==> src/rtl/vedic_pkg.sv <==
`default_nettype none
// ============================================================================
//  Module      : vedic_pkg
//  Description : Shared constants and helpers for the pipelined Vedic
//                multiplier. Supplies the supported operand width range,
//                a constant-foldable ceil(log2) function and an elaboration
//                guard macro that rejects unsupported WIDTH values.
//  Contents    : MIN_WIDTH, MAX_WIDTH, clog2(), `VEDIC_CHECK_WIDTH(W)
//  Revision    : 1.0 - initial release
// ============================================================================
package vedic_pkg;

  localparam int MIN_WIDTH = 8;
  localparam int MAX_WIDTH = 64;

  // ceil(log2(value)); bounded loop so it folds cleanly at elaboration.
  function automatic int clog2(input int value);
    int r;
    r = 0;
    for (int i = 0; i < 31; i++) begin
      if ((1 << i) < value) begin
        r = i + 1;
      end
    end
    return r;
  endfunction

endpackage

// A width is legal only if it is an exact power of two inside the supported
// range; anything else stops elaboration with a readable message.
`ifndef VEDIC_CHECK_WIDTH
`define VEDIC_CHECK_WIDTH(W) \
  if (((1 << vedic_pkg::clog2(W)) != (W)) || ((W) < vedic_pkg::MIN_WIDTH) || ((W) > vedic_pkg::MAX_WIDTH)) begin : g_bad_width \
    $error("vedic_mult_pipe: WIDTH must be a power of two between 8 and 64"); \
  end
`endif

`default_nettype wire

==> src/rtl/vedic_core.sv <==
`default_nettype none
// ============================================================================
//  Module      : vedic_core
//  Description : Combinational unsigned NxN Vedic (Urdhva-Tiryagbhyam)
//                multiplier. Recursively built from four N/2 cores whose
//                partial products are merged with adders; N = 2 is the
//                gate-level base case.
//  Ports       : i_a [N-1:0]   multiplicand
//                i_b [N-1:0]   multiplier
//                o_p [2N-1:0]  unsigned product
//  Revision    : 1.0 - initial release
// ============================================================================
module vedic_core
  import vedic_pkg::*;
#(
  parameter int N = 2
) (
  input  logic [N-1:0]   i_a,
  input  logic [N-1:0]   i_b,
  output logic [2*N-1:0] o_p
);

  if (N == 2) begin : g_base
    logic w_x0;
    logic w_x1;
    logic w_hh;
    logic w_c1;

    // Vertical and crosswise 1-bit products of the 2x2 base multiplier.
    assign w_x0 = i_a[1] & i_b[0];
    assign w_x1 = i_a[0] & i_b[1];
    assign w_hh = i_a[1] & i_b[1];
    assign w_c1 = w_x0 & w_x1;

    assign o_p[0] = i_a[0] & i_b[0];
    assign o_p[1] = w_x0 ^ w_x1;
    assign o_p[2] = w_hh ^ w_c1;
    assign o_p[3] = w_hh & w_c1;
  end else begin : g_rec
    localparam int HN = N / 2;

    logic [N-1:0]   w_ll;
    logic [N-1:0]   w_hl;
    logic [N-1:0]   w_lh;
    logic [N-1:0]   w_hh;
    logic [N:0]     w_cross;

    vedic_core #(.N(HN)) u_ll (.i_a(i_a[HN-1:0]), .i_b(i_b[HN-1:0]), .o_p(w_ll));
    vedic_core #(.N(HN)) u_hl (.i_a(i_a[N-1:HN]), .i_b(i_b[HN-1:0]), .o_p(w_hl));
    vedic_core #(.N(HN)) u_lh (.i_a(i_a[HN-1:0]), .i_b(i_b[N-1:HN]), .o_p(w_lh));
    vedic_core #(.N(HN)) u_hh (.i_a(i_a[N-1:HN]), .i_b(i_b[N-1:HN]), .o_p(w_hh));

    // Cross terms get one extra bit so their carry survives the shift.
    assign w_cross = {1'b0, w_hl} + {1'b0, w_lh};

    assign o_p = {{N{1'b0}}, w_ll}
               + ({{(N-1){1'b0}}, w_cross} << HN)
               + {w_hh, {N{1'b0}}};
  end

endmodule

`default_nettype wire

==> src/rtl/vedic_mult_pipe.sv <==
`default_nettype none
// ============================================================================
//  Module      : vedic_mult_pipe
//  Description : Three-stage pipelined WIDTH x WIDTH multiplier with
//                valid/ready handshake, per-transaction signed/unsigned
//                mode and a tag passthrough. The whole pipe advances as a
//                unit whenever the output is empty or being drained.
//                  S1: sign strip -> magnitudes, sign of result, tag
//                  S2: four (WIDTH/2)^2 Vedic partial products
//                  S3: partial-product merge and sign restore
//  Ports       : clk, rst_n             clock, async active-low reset
//                in_valid/in_ready      operand handshake
//                in_a, in_b, in_signed  operands and mode
//                in_tag                 sideband tag
//                out_valid/out_ready    product handshake
//                out_p, out_tag         product and its tag
//                out_busy               any stage holds a valid entry
//  Revision    : 1.0 - initial release
// ============================================================================
module vedic_mult_pipe
  import vedic_pkg::*;
#(
  parameter int WIDTH = 16,
  parameter int TAG_W = 4
) (
  input  logic                 clk,
  input  logic                 rst_n,
  input  logic                 in_valid,
  output logic                 in_ready,
  input  logic [WIDTH-1:0]     in_a,
  input  logic [WIDTH-1:0]     in_b,
  input  logic                 in_signed,
  input  logic [TAG_W-1:0]     in_tag,
  output logic                 out_valid,
  input  logic                 out_ready,
  output logic [2*WIDTH-1:0]   out_p,
  output logic [TAG_W-1:0]     out_tag,
  output logic                 out_busy
);

  localparam int H  = WIDTH / 2;
  localparam int PW = 2 * WIDTH;

  `VEDIC_CHECK_WIDTH(WIDTH)

  // --------------------------------------------------------------------------
  // Flow control: a single advance enable for every stage.
  // --------------------------------------------------------------------------
  logic w_adv;
  logic w_accept;

  logic r_v1;
  logic r_v2;
  logic r_v3;

  assign w_adv    = !r_v3 | out_ready;
  assign w_accept = in_valid & w_adv;
  assign in_ready = w_adv;

  // --------------------------------------------------------------------------
  // Stage 1: magnitudes and result sign.
  // --------------------------------------------------------------------------
  logic             w_sign_a;
  logic             w_sign_b;
  logic [WIDTH-1:0] w_mag_a;
  logic [WIDTH-1:0] w_mag_b;

  logic [WIDTH-1:0] r_mag_a;
  logic [WIDTH-1:0] r_mag_b;
  logic             r_neg1;
  logic [TAG_W-1:0] r_tag1;

  assign w_sign_a = in_signed & in_a[WIDTH-1];
  assign w_sign_b = in_signed & in_b[WIDTH-1];
  // The most negative value negates to itself, which is exactly its
  // unsigned magnitude, so WIDTH bits are sufficient.
  assign w_mag_a  = w_sign_a ? -in_a : in_a;
  assign w_mag_b  = w_sign_b ? -in_b : in_b;

  always_ff @(posedge clk or negedge rst_n) begin
    if (!rst_n) begin
      r_v1    <= 1'b0;
      r_mag_a <= '0;
      r_mag_b <= '0;
      r_neg1  <= 1'b0;
      r_tag1  <= '0;
    end else if (w_adv) begin
      r_v1 <= w_accept;
      if (w_accept) begin
        r_mag_a <= w_mag_a;
        r_mag_b <= w_mag_b;
        r_neg1  <= w_sign_a ^ w_sign_b;
        r_tag1  <= in_tag;
      end
    end
  end

  // --------------------------------------------------------------------------
  // Stage 2: four half-width partial products.
  // --------------------------------------------------------------------------
  logic [WIDTH-1:0] w_ll;
  logic [WIDTH-1:0] w_hl;
  logic [WIDTH-1:0] w_lh;
  logic [WIDTH-1:0] w_hh;

  logic [WIDTH-1:0] r_ll;
  logic [WIDTH-1:0] r_hl;
  logic [WIDTH-1:0] r_lh;
  logic [WIDTH-1:0] r_hh;
  logic             r_neg2;
  logic [TAG_W-1:0] r_tag2;

  vedic_core #(.N(H)) u_core_ll (.i_a(r_mag_a[H-1:0]),     .i_b(r_mag_b[H-1:0]),     .o_p(w_ll));
  vedic_core #(.N(H)) u_core_hl (.i_a(r_mag_a[WIDTH-1:H]), .i_b(r_mag_b[H-1:0]),     .o_p(w_hl));
  vedic_core #(.N(H)) u_core_lh (.i_a(r_mag_a[H-1:0]),     .i_b(r_mag_b[WIDTH-1:H]), .o_p(w_lh));
  vedic_core #(.N(H)) u_core_hh (.i_a(r_mag_a[WIDTH-1:H]), .i_b(r_mag_b[WIDTH-1:H]), .o_p(w_hh));

  always_ff @(posedge clk or negedge rst_n) begin
    if (!rst_n) begin
      r_v2   <= 1'b0;
      r_ll   <= '0;
      r_hl   <= '0;
      r_lh   <= '0;
      r_hh   <= '0;
      r_neg2 <= 1'b0;
      r_tag2 <= '0;
    end else if (w_adv) begin
      r_v2 <= r_v1;
      if (r_v1) begin
        r_ll   <= w_ll;
        r_hl   <= w_hl;
        r_lh   <= w_lh;
        r_hh   <= w_hh;
        r_neg2 <= r_neg1;
        r_tag2 <= r_tag1;
      end
    end
  end

  // --------------------------------------------------------------------------
  // Stage 3: merge and restore sign.
  // --------------------------------------------------------------------------
  logic [WIDTH:0]   w_cross;
  logic [PW-1:0]    w_mag;
  logic [PW-1:0]    w_prod;

  logic [PW-1:0]    r_p;
  logic [TAG_W-1:0] r_tag3;

  assign w_cross = {1'b0, r_hl} + {1'b0, r_lh};
  assign w_mag   = {{WIDTH{1'b0}}, r_ll}
                 + ({{(WIDTH-1){1'b0}}, w_cross} << H)
                 + {r_hh, {WIDTH{1'b0}}};
  // Negating a zero magnitude wraps back to zero, so a zero operand with a
  // set sign still yields 0.
  assign w_prod  = r_neg2 ? -w_mag : w_mag;

  always_ff @(posedge clk or negedge rst_n) begin
    if (!rst_n) begin
      r_v3   <= 1'b0;
      r_p    <= '0;
      r_tag3 <= '0;
    end else if (w_adv) begin
      r_v3 <= r_v2;
      if (r_v2) begin
        r_p    <= w_prod;
        r_tag3 <= r_tag2;
      end
    end
  end

  assign out_valid = r_v3;
  assign out_p     = r_p;
  assign out_tag   = r_tag3;
  assign out_busy  = r_v1 | r_v2 | r_v3;

endmodule

`default_nettype wire

==> config.mk <==
export PLATFORM = sky130hd
export DESIGN_NAME = vedic_mult_pipe
export DESIGN_NICKNAME = d
export VERILOG_FILES = /design/src/rtl/vedic_pkg.sv /design/src/rtl/vedic_core.sv /design/src/rtl/vedic_mult_pipe.sv
export SDC_FILE = /design/constraint.sdc
export NUM_CORES = 1
export LEC_CHECK = 0
export BUFFER_PORTS_ARGS = -buffer_cell sky130_fd_sc_hd__buf_2
export CAP_MARGIN = 30
export CORE_MARGIN = 10
export CORE_UTILIZATION = 30
export DETAILED_ROUTE_END_ITERATION = 8
export PLACE_DENSITY_LB_ADDON = 0.1
export RECOVER_POWER = 50
export REMOVE_ABC_BUFFERS = 1
export SLEW_MARGIN = 20
export SYNTH_ARGS = -nofsm -noshare
export SYNTH_HDL_FRONTEND = slang
export SYNTH_SLANG_ARGS = --single-unit
==> constraint.sdc <==
create_clock -name clk -period 6 [get_ports clk]
set_clock_uncertainty 0.15 [all_clocks]
set_input_delay 1.8 -clock clk [delete_from_list [all_inputs] [get_ports clk]]
set_output_delay 1.8 -clock clk [all_outputs]
set_load 0.02 [all_outputs]
### After elaboration in Yosys (flattened, before gate mapping)

Index checks and enable logic that the tools add are counted.

| operators by class | value |
|---|---|
| muxes and demuxes | 3 |
| reduce and logical (&&, ||, !) cells | 4 |
| add/subtract/negate cells | 66 |
| bitwise operators | 519 |

Operator list:

| cell | count |
|---|---|
| bitwise AND 1 bit | 387 |
| bitwise XOR 1 bit | 129 |
| adder 4 x 7 -> 8 bit | 16 |
| adder 8 bit | 16 |
| adder 4 x 4 -> 5 bit | 16 |
| adder 14 x 16 -> 16 bit | 4 |
| adder 8 x 13 -> 14 bit | 4 |
| adder 8 x 8 -> 9 bit | 4 |
| adder 26 x 32 -> 32 bit | 1 |
| 2-to-1 mux 16 bit | 2 |
| 2-to-1 mux 32 bit | 1 |
| negation 16 bit | 2 |
| negation 32 bit | 1 |
| adder 16 x 25 -> 26 bit | 1 |
| adder 16 x 16 -> 17 bit | 1 |
| AND reduction 2 bit | 3 |
| bitwise OR 1 bit | 3 |
| zero test 1 bit | 1 |

| word-level totals | value |
|---|---|
| flip-flop bits (word level) | 145 |

### Longest topological paths before layout

Gate-level depths: netlist of the first run.

| logic depth | value |
|---|---|
| word-level depth | 9 |
| depth in mapped cells | 23 |
| gate-level depth less buffers | 22 |

### By module

Synthesis of the first run repeated with hierarchy kept, for this count alone.

| second synthesis, totals | value |
|---|---|
| cell total of the unflattened synthesis | 2193 |
| area, all modules | 19757.7 µm² |

By module, submodules not included:

| module | area each (µm²) | times used | cells an instance |
|---|---|---|---|
| vedic_mult_pipe | 8578.2 | 1 | 891 |
| vedic_core (u_core_hh.g_rec.u_hh ...) | 311.5 | 16 | 34 |
| vedic_core (u_core_hh.g_rec.u_hh.g_rec.u_hh ...) | 50.0 | 64 | 6 |
| vedic_core (u_core_hh ...) | 743.2 | 3 | 93 |
| vedic_core (u_core_ll) | 762.0 | 1 | 95 |

### Worst setup path after synthesis of the first run

OpenSTA, ideal clock, no wires.

| timing path | value |
|---|---|
| path kind | flip-flop to flip-flop |
| start | register r_hl[0] |
| end | register r_p[30], in the netlist out_p[30] |
| arrival | 4.636 ns |
| stages on the path, launching flop included | 24 |
| period minus slack after synthesis | 4.855 ns |
| data required time | 5.781 ns |
| setup time | 0.069 ns |
| slack | 1.145 ns |
| cells stage by stage | dfrtp_1 > ha_1 > inv_1 > fa_1 > nor2b_1 > o21ai_0 > a21boi_0 > o21ai_0 > a21boi_0 > o2111ai_1 > nand2_1 > nor2_1 > xnor2_1 > ha_1 > clkbuf_1 > a21oi_1 > o21ai_0 > a31oi_1 > nand2_1 > o41ai_2 > o22ai_1 > or3_1 > or4_1 > nand3_1 |

| between the ends | value |
|---|---|
| cells in the longest elaborated chain, start to end | 5 |

Ends and longest elaborated chain:

| element | RTL line | source |
|---|---|---|
| from (decl) | vedic_mult_pipe.sv:107 | `logic [WIDTH-1:0] r_hl;` |
| from (signal assigned) | vedic_mult_pipe.sv:131 | `r_hl <= w_hl;` |
| adder 16 x 16 -> 17 bit (*) | vedic_mult_pipe.sv:150 | `assign w_cross = {1'b0, r_hl} + {1'b0, r_lh};` |
| adder 16 x 25 -> 26 bit (*) | vedic_mult_pipe.sv:152 | `+ ({{(WIDTH-1){1'b0}}, w_cross} << H)` |
| adder 26 x 32 -> 32 bit (*) | vedic_mult_pipe.sv:153 | `+ {r_hh, {WIDTH{1'b0}}};` |
| negation 32 bit | vedic_mult_pipe.sv:156 | `assign w_prod = r_neg2 ? -w_mag : w_mag;` |
| 2-to-1 mux 32 bit (*) | vedic_mult_pipe.sv:156 |  |
| to (signal assigned) | vedic_mult_pipe.sv:166 | `r_p <= w_prod;` |
| to (decl) | vedic_mult_pipe.sv:147 | `logic [PW-1:0] r_p;` |

Mark *: on every way between the ends. The rest lies on a longest branch, timed or not.
A chain may end at the register's enable or synchronous reset.

### Final worst setup path of the first run

Ends and elaborated chain as after synthesis.

==> results of run 1 <==
[worst max path at each step]
stage | to | cells after the start | startpoint | slack, ps
after detailed placement | out_p[31]$_DFFE_PN0P_ | 21 | r_hl[0]$_DFFE_PN0P_ | 570
after floorplan | out_p[30]$_DFFE_PN0P_ | 22 | r_hl[0]$_DFFE_PN0P_ | 1210
after global routing | out_p[30]$_DFFE_PN0P_ | 22 | r_hl[0]$_DFFE_PN0P_ | 20
after CTS | out_p[31]$_DFFE_PN0P_ | 21 | r_hl[0]$_DFFE_PN0P_ | 560
after global placement | out_p[30]$_DFFE_PN0P_ | 22 | r_hl[0]$_DFFE_PN0P_ | 660
final | out_p[30]$_DFFE_PN0P_ | 22 | r_hl[0]$_DFFE_PN0P_ | 540
[routing by layer]
layer / up-vias / share of wire, % / track usage [%]
met5: - / 0 / 0
met4: 0 / 1.4 / 3.32
met3: 32 / 2.8 / 2.32
met2: 139 / 43 / 22.4
met1: 6896 / 52 / 19.5
li1: 7905 / - / -
[cell usage after synthesis (31+ instances only)]
library cell / count / area [um^2]
clkbuf_1: 74 / 278
fa_1: 42 / 841
xor2_1: 60 / 526
inv_1: 172 / 646
xnor2_1: 158 / 1380
dfrtp_1: 145 / 3630
and2_1: 261 / 1630
nand2_1: 250 / 938
o21bai_1: 31 / 233
a21o_1: 80 / 601
nand3_1: 36 / 180
ha_1: 377 / 4720
nor2_1: 86 / 323
o21ai_0: 149 / 746
a21oi_1: 130 / 651
[stage by stage]
| stage | power [mW] | setup slack, ps | util [%] | instances | hold WS (ps) |
|---|---|---|---|---|---|
| 2_1_floorplan | 8.76 | 1210 | - | 2213 | 283 |
| 3_3_place_gp | 11.1 | 663 | 32.4 | 3158 | 295 |
| 3_5_place_dp | 11.2 | 572 | 32.4 | 3158 | 302 |
| 4_1_cts | 12.4 | 556 | 33.4 | 3190 | 318 |
| 5_1_grt | 13.7 | 16.4 | 33.4 | 3191 | 340 |
| 6_report | 12.2 | 535 | 33.4 | 3191 | 316 |
[worst max-delay path, cell delays in order (launching register included)]
cell       delay (ps)
dfrtp_1           360
ha_1              170
inv_1              50
fa_1              390
nor2b_1           120
o21ai_0           100
a21boi_0          250
o21ai_0           150
a21boi_0          320
o2111ai_1         180
nand2_1            90
nor2_1             50
xnor2_1           130
ha_1              390
a21oi_1           170
o21ai_0           120
a31oi_1           440
nand2_1           160
o41ai_2           380
o22ai_1           200
or3_1             460
or4_1             490
nand3_1           100
[flip-flops by register name (all words and copies together) (netlist names)]
| signal | cells |
|---|---|
| r_lh | 16 |
| r_neg2 | 1 |
| r_tag1 | 4 |
| out_valid | 1 |
| r_mag_a | 16 |
| r_ll | 16 |
| r_v1 | 1 |
| out_tag | 4 |
| r_hh | 16 |
| r_mag_b | 16 |
| r_tag2 | 4 |
| r_hl | 16 |
| r_v2 | 1 |
| out_p | 32 |
| r_neg1 | 1 |
[timing repair]
item / in CTS / in global routing
gates resized for setup: 0 / 1
hold buffers: 0 / 0
setup endpoints to repair: 0 / 2
[power breakdown]
| part | internal [mW] | switching [mW] | total, mW |
|---|---|---|---|
| Combinational | 3.85 | 5.32 | 9.16 |
| Clock | 0.641 | 0.460 | 1.10 |
| Sequential | 1.38 | 0.576 | 1.95 |
[layout make-up]
type | count | area, um^2 | share of cell area (%)
tap | 846 | 1060 | 5.02
timing repair buffer | 100 | 556 | 2.63
clock buffer | 20 | 457 | 2.17
multi-input combinational | 1896 | 14600 | 69.2
clock inverter | 12 | 145 | 0.688
inverter | 172 | 646 | 3.06
sequential | 145 | 3630 | 17.2
[kinds of logic after synthesis]
family | count (synthesis) | synth area share, %
fa+ha+maj | 419 | 29.0
mux | 14 | 0.770
simple gates | 747 | 20.1
flops | 145 | 18.9
compound gates | 496 | 16.1
xor+xnor | 220 | 10.1
buf+inv | 254 | 5.04
==> flow_summary.toml, run 1 <==
[outcome]
status = "finished, violations left"
violations = "max-capacitance violations, max-slew violations"

[floorplan]
die_area_mm2 = 0.0745
io-pin-count = 80
die_h_um = 273
start_util_pct = 30.4
die_w_um = 273
num_rows = 92
placeableCoreArea_mm2 = 0.0632

[timing]
fin_crit_ps = 5460
timing.setup.tns_ps = 0
finalHoldViolCount = 0
slew_headroom_pct = -52.3
drv_slew = 244
rsz0062_at_grt = "false"
finalSetupViolCount = 0
fmax_ghz = 0.183
tightest_slew_ps = 2280
post-route-period-util_pct = 91.1

[clock_network]
clk_pin_slew_ps = 70
cts_setup_buffers = 0
clock-root-buffer = "clkbuf_16"
cts_max_path_buffers = 2
cts_tree = "yes"
clock_latency_ps = 470
cts_sinks = 145
htreeDepth = 4
cts_buffers = 17

[grt]
grt_pass1_wl_mm = 83.8
antenna_found_initial = 0
grt_overflow_total = 0
grt_usage_pct = 14.1
grt_max_degree = 88
grt_pass1_vias = 15300

[layout]
fill_cells = 6642
nets = 2792
design_area_mm2 = 0.0211
final_common_cell = "ha_1"
synthToLayoutAreaGrowth_pct = 9.93
insertedDiodeCount = 0
layout-drive-gt1-share_pct = 6.91
layout_common_cells = "377 x ha_1, 260 x and2_1, 249 x nand2_1"

[setup_path]
worst_r2r_path_depth = 22
startpoint_type = "flop"
r2r_slack_ps = 540
cp.required_ps = 6260
r2r-start = "r_hl[0]$_DFFE_PN0P_"
end_kind = "flop"
critical_path_class = "reg2reg"
path_max_fanout = 9
arrival_ps = 5720
r2r-end = "out_p[30]$_DFFE_PN0P_"

[synth]
yosysSeqAreaShare_pct = 18.9
synth_ff_type = "dfrtp_1"
synth.distinct_cells = 70
async_flop_share_pct = 100
ys_seq_elements = 145
synthesis.area_mm2 = 0.0192
yosysWarnings = 0
synthCells = 2295
synth_enable_flop_cells = 0
syn_area_per_cell_um2 = 8.36

[placed_design]
post-dp-hpwl_mm = 40.3
port_buffers = 79
gp_congestion = 0.798
placed_area_mm2 = 0.0205

[run]
max-cap-violations = 4

[detailed_routing]
wire_per_inst_um = 15.9
dr_total_vias = 15000
first_pass_iters = 5
drt_iter0_markers = 540
antenna_left = 0
drt-total-wl_mm = 50.9
vias_per_cell = 4.69
drcViolationCount = 0

[hold_path]
hold_depth = 2
hold_path_class = "reg2reg"
hp-start = "r_tag1[1]$_DFFE_PN0P_"
holdPathEnd = "r_tag2[1]$_DFFE_PN0P_"

[power_and_ir_drop]
irDropWorstVdd_v = 0.000248
power.density_mw_per_mm2 = 579
p_leak_nw = 11.2
No activity file was read; power rests on OpenSTA's default activity.
==> run 2, diff against run 1 <==
--- a/config.mk
+++ b/config.mk
@@ -5,11 +5,13 @@
 export SDC_FILE = /design/constraint.sdc
 export NUM_CORES = 1
 export LEC_CHECK = 0
+export ABC_CLOCK_PERIOD_IN_PS = 6000
 export BUFFER_PORTS_ARGS = -buffer_cell sky130_fd_sc_hd__buf_2
 export CAP_MARGIN = 30
 export CORE_MARGIN = 10
 export CORE_UTILIZATION = 30
 export DETAILED_ROUTE_END_ITERATION = 8
+export GPL_TIMING_DRIVEN = 0
 export PLACE_DENSITY_LB_ADDON = 0.1
 export RECOVER_POWER = 50
 export REMOVE_ABC_BUFFERS = 1
==> flow_summary.toml, run 2 (synthesis gave the netlist of run 1 again) <==
[clock_network]
cts_tree = "yes"
cts_sinks = 145
htreeDepth = 4
cts_buffers = 17
ctsHoldBuffers = 0
cts_max_path_buffers = 2
clock-root-buffer = "clkbuf_16"
clock_latency_ps = 480
clk_pin_slew_ps = 70

[placed_design]
post-dp-hpwl_mm = 39.0
gp_congestion = 0.770
placed_area_mm2 = 0.0205
port_buffers = 79
dp.cells = 3144

[detailed_routing]
dr_total_vias = 14900
wire_per_inst_um = 15.7
antenna_left = 0
drt_iter0_markers = 507
drt-total-wl_mm = 49.9
vias_per_cell = 4.68
drcViolationCount = 0
first_pass_iters = 5

[timing]
timing.setup.tns_ps = 0
finalHoldViolCount = 0
fmax_ghz = 0.181
tightest_slew_ps = 2290
rsz0062_at_grt = "false"
finalSetupViolCount = 0
slew_headroom_pct = -52.4
fin_hold_ws_ps = 316
post-route-period-util_pct = 92.3
fin_crit_ps = 5540
drv_slew = 217

[setup_path]
worst_r2r_path_depth = 21
startpoint_type = "flop"
critical_path_class = "reg2reg"
path_max_fanout = 9
cp.required_ps = 6260
end_kind = "flop"
arrival_ps = 5800

[layout]
layout_common_cells = "377 x ha_1, 259 x and2_1, 249 x nand2_1"
multi_input_area_mm2 = 0.0146
largest_reg_flops = 32
synthToLayoutAreaGrowth_pct = 9.61
final_common_cell = "ha_1"
seqCellArea_mm2 = 0.00363
layout-drive-gt1-share_pct = 6.52
stdcell_count = 3180
fill_cells = 6608
design_area_mm2 = 0.0210
nets = 2778

[grt]
grt_max_degree = 88
grt_pass1_wl_mm = 81.6
grt_pass1_vias = 15000
grt_usage_pct = 13.7
grt_overflow_total = 0
antenna_found_initial = 0

[floorplan]
num_rows = 92
die_h_um = 273
die_area_mm2 = 0.0745
io-pin-count = 80
die_w_um = 273
placeableCoreArea_mm2 = 0.0632
start_util_pct = 30.4

[power_and_ir_drop]
p_leak_nw = 11.2
power.density_mw_per_mm2 = 577
irDropWorstVdd_v = 0.000210

[run]
max-cap-violations = 4

[outcome]
status = "finished, violations left"
violations = "max-capacitance violations, max-slew violations"

[hold_path]
hold_depth = 2
hold_path_class = "reg2reg"
## run 2: cell types whose count changed in the layout (fill, tap and decap cells not counted), moves of 2 or more
cell       previous run  this run
diode_2               0         3
clkbuf_1              3         0
clkbuf_8              2         0
inv_6                 4         6
bufinv_16             2         0
buf_4                17         0
clkinv_2              1         4
buf_16                0         3
## run 2: power by group
group | switching (mW) | total, mW | internal, mW
Sequential | 0.635 | 2.01 | 1.37
Clock | 0.482 | 1.02 | 0.537
Combinational | 5.24 | 9.09 | 3.85
## run 2: critical path, cell delays in order (launching register included)
cell and delay, ps:
dfrtp_1 360, ha_1 170, inv_1 50, fa_1 410, nor2b_1 120, o21ai_0 100
a21boi_0 270, o21ai_0 160, a21boi_1 290, o2111ai_1 180, a31oi_1 270, xor2_1 140
ha_1 460, nand3_1 110, nor2_1 200, o311ai_4 200, a31oi_1 370, o2111ai_1 260
nor4_1 380, o21bai_1 160, or4b_1 540, nand3_1 90
## run 2: final timing paths
kind,startpoint,endpoint,slack [ps]
worst max-delay path,r_hl[0]$_DFFE_PN0P_,out_p[31]$_DFFE_PN0P_,460
min in group asynchronous,rst_n,r_mag_b[13]$_DFFE_PN0P_,2060
max in group asynchronous,rst_n,r_tag2[3]$_DFFE_PN0P_,1100
worst max register to register,r_hl[0]$_DFFE_PN0P_,out_p[31]$_DFFE_PN0P_,460
worst min-delay path,out_tag[1]$_DFFE_PN0P_,out_tag[1]$_DFFE_PN0P_,320
worst min register to register,out_tag[1]$_DFFE_PN0P_,out_tag[1]$_DFFE_PN0P_,320
## run 2: per-stage QoR
| step | power [mW] | setup slack [ps] | utilization, % |
|---|---|---|---|
| 2_1_floorplan | 8.76 | 1210 | - |
| 3_3_place_gp | 11.1 | 363 | 32.1 |
| 4_1_cts | 12.3 | 285 | 33.3 |
| 5_1_grt | 13.6 | 0.778 | 33.3 |
| 3_5_place_dp | 11.2 | 315 | 32.4 |
| 6_report | 12.1 | 463 | 33.3 |
## run 2: per-layer routing
layer	GRT usage (%)	wire (um)	vias to the layer above	part of all wire [%]
li1	-	-	7878	-
met1	19.0	26300	6853	53
met2	21.7	21600	129	43
met3	2.29	1270	32	2.6
met4	3.32	675	0	1.4
met5	0	0	-	0
## run 2: what timing repair did
action                                  in CTS  in global routing
hold endpoints to repair                     0                  0
resized for setup                            0                  4
buffers inserted                             0                  0
endpoints found under the setup margin       0                  4
## run 2: area by class of cell
| cell class | instances | area share [%] |
|---|---|---|
| diodes | 3 | 0.0357 |
| clock buffers | 17 | 2.02 |
| clock inverters | 15 | 0.571 |
| inverters | 172 | 3.07 |
| multi-input cells | 1896 | 69.5 |
| flip-flops and latches | 145 | 17.3 |
| well taps | 846 | 5.03 |
| repair buffers | 86 | 2.51 |
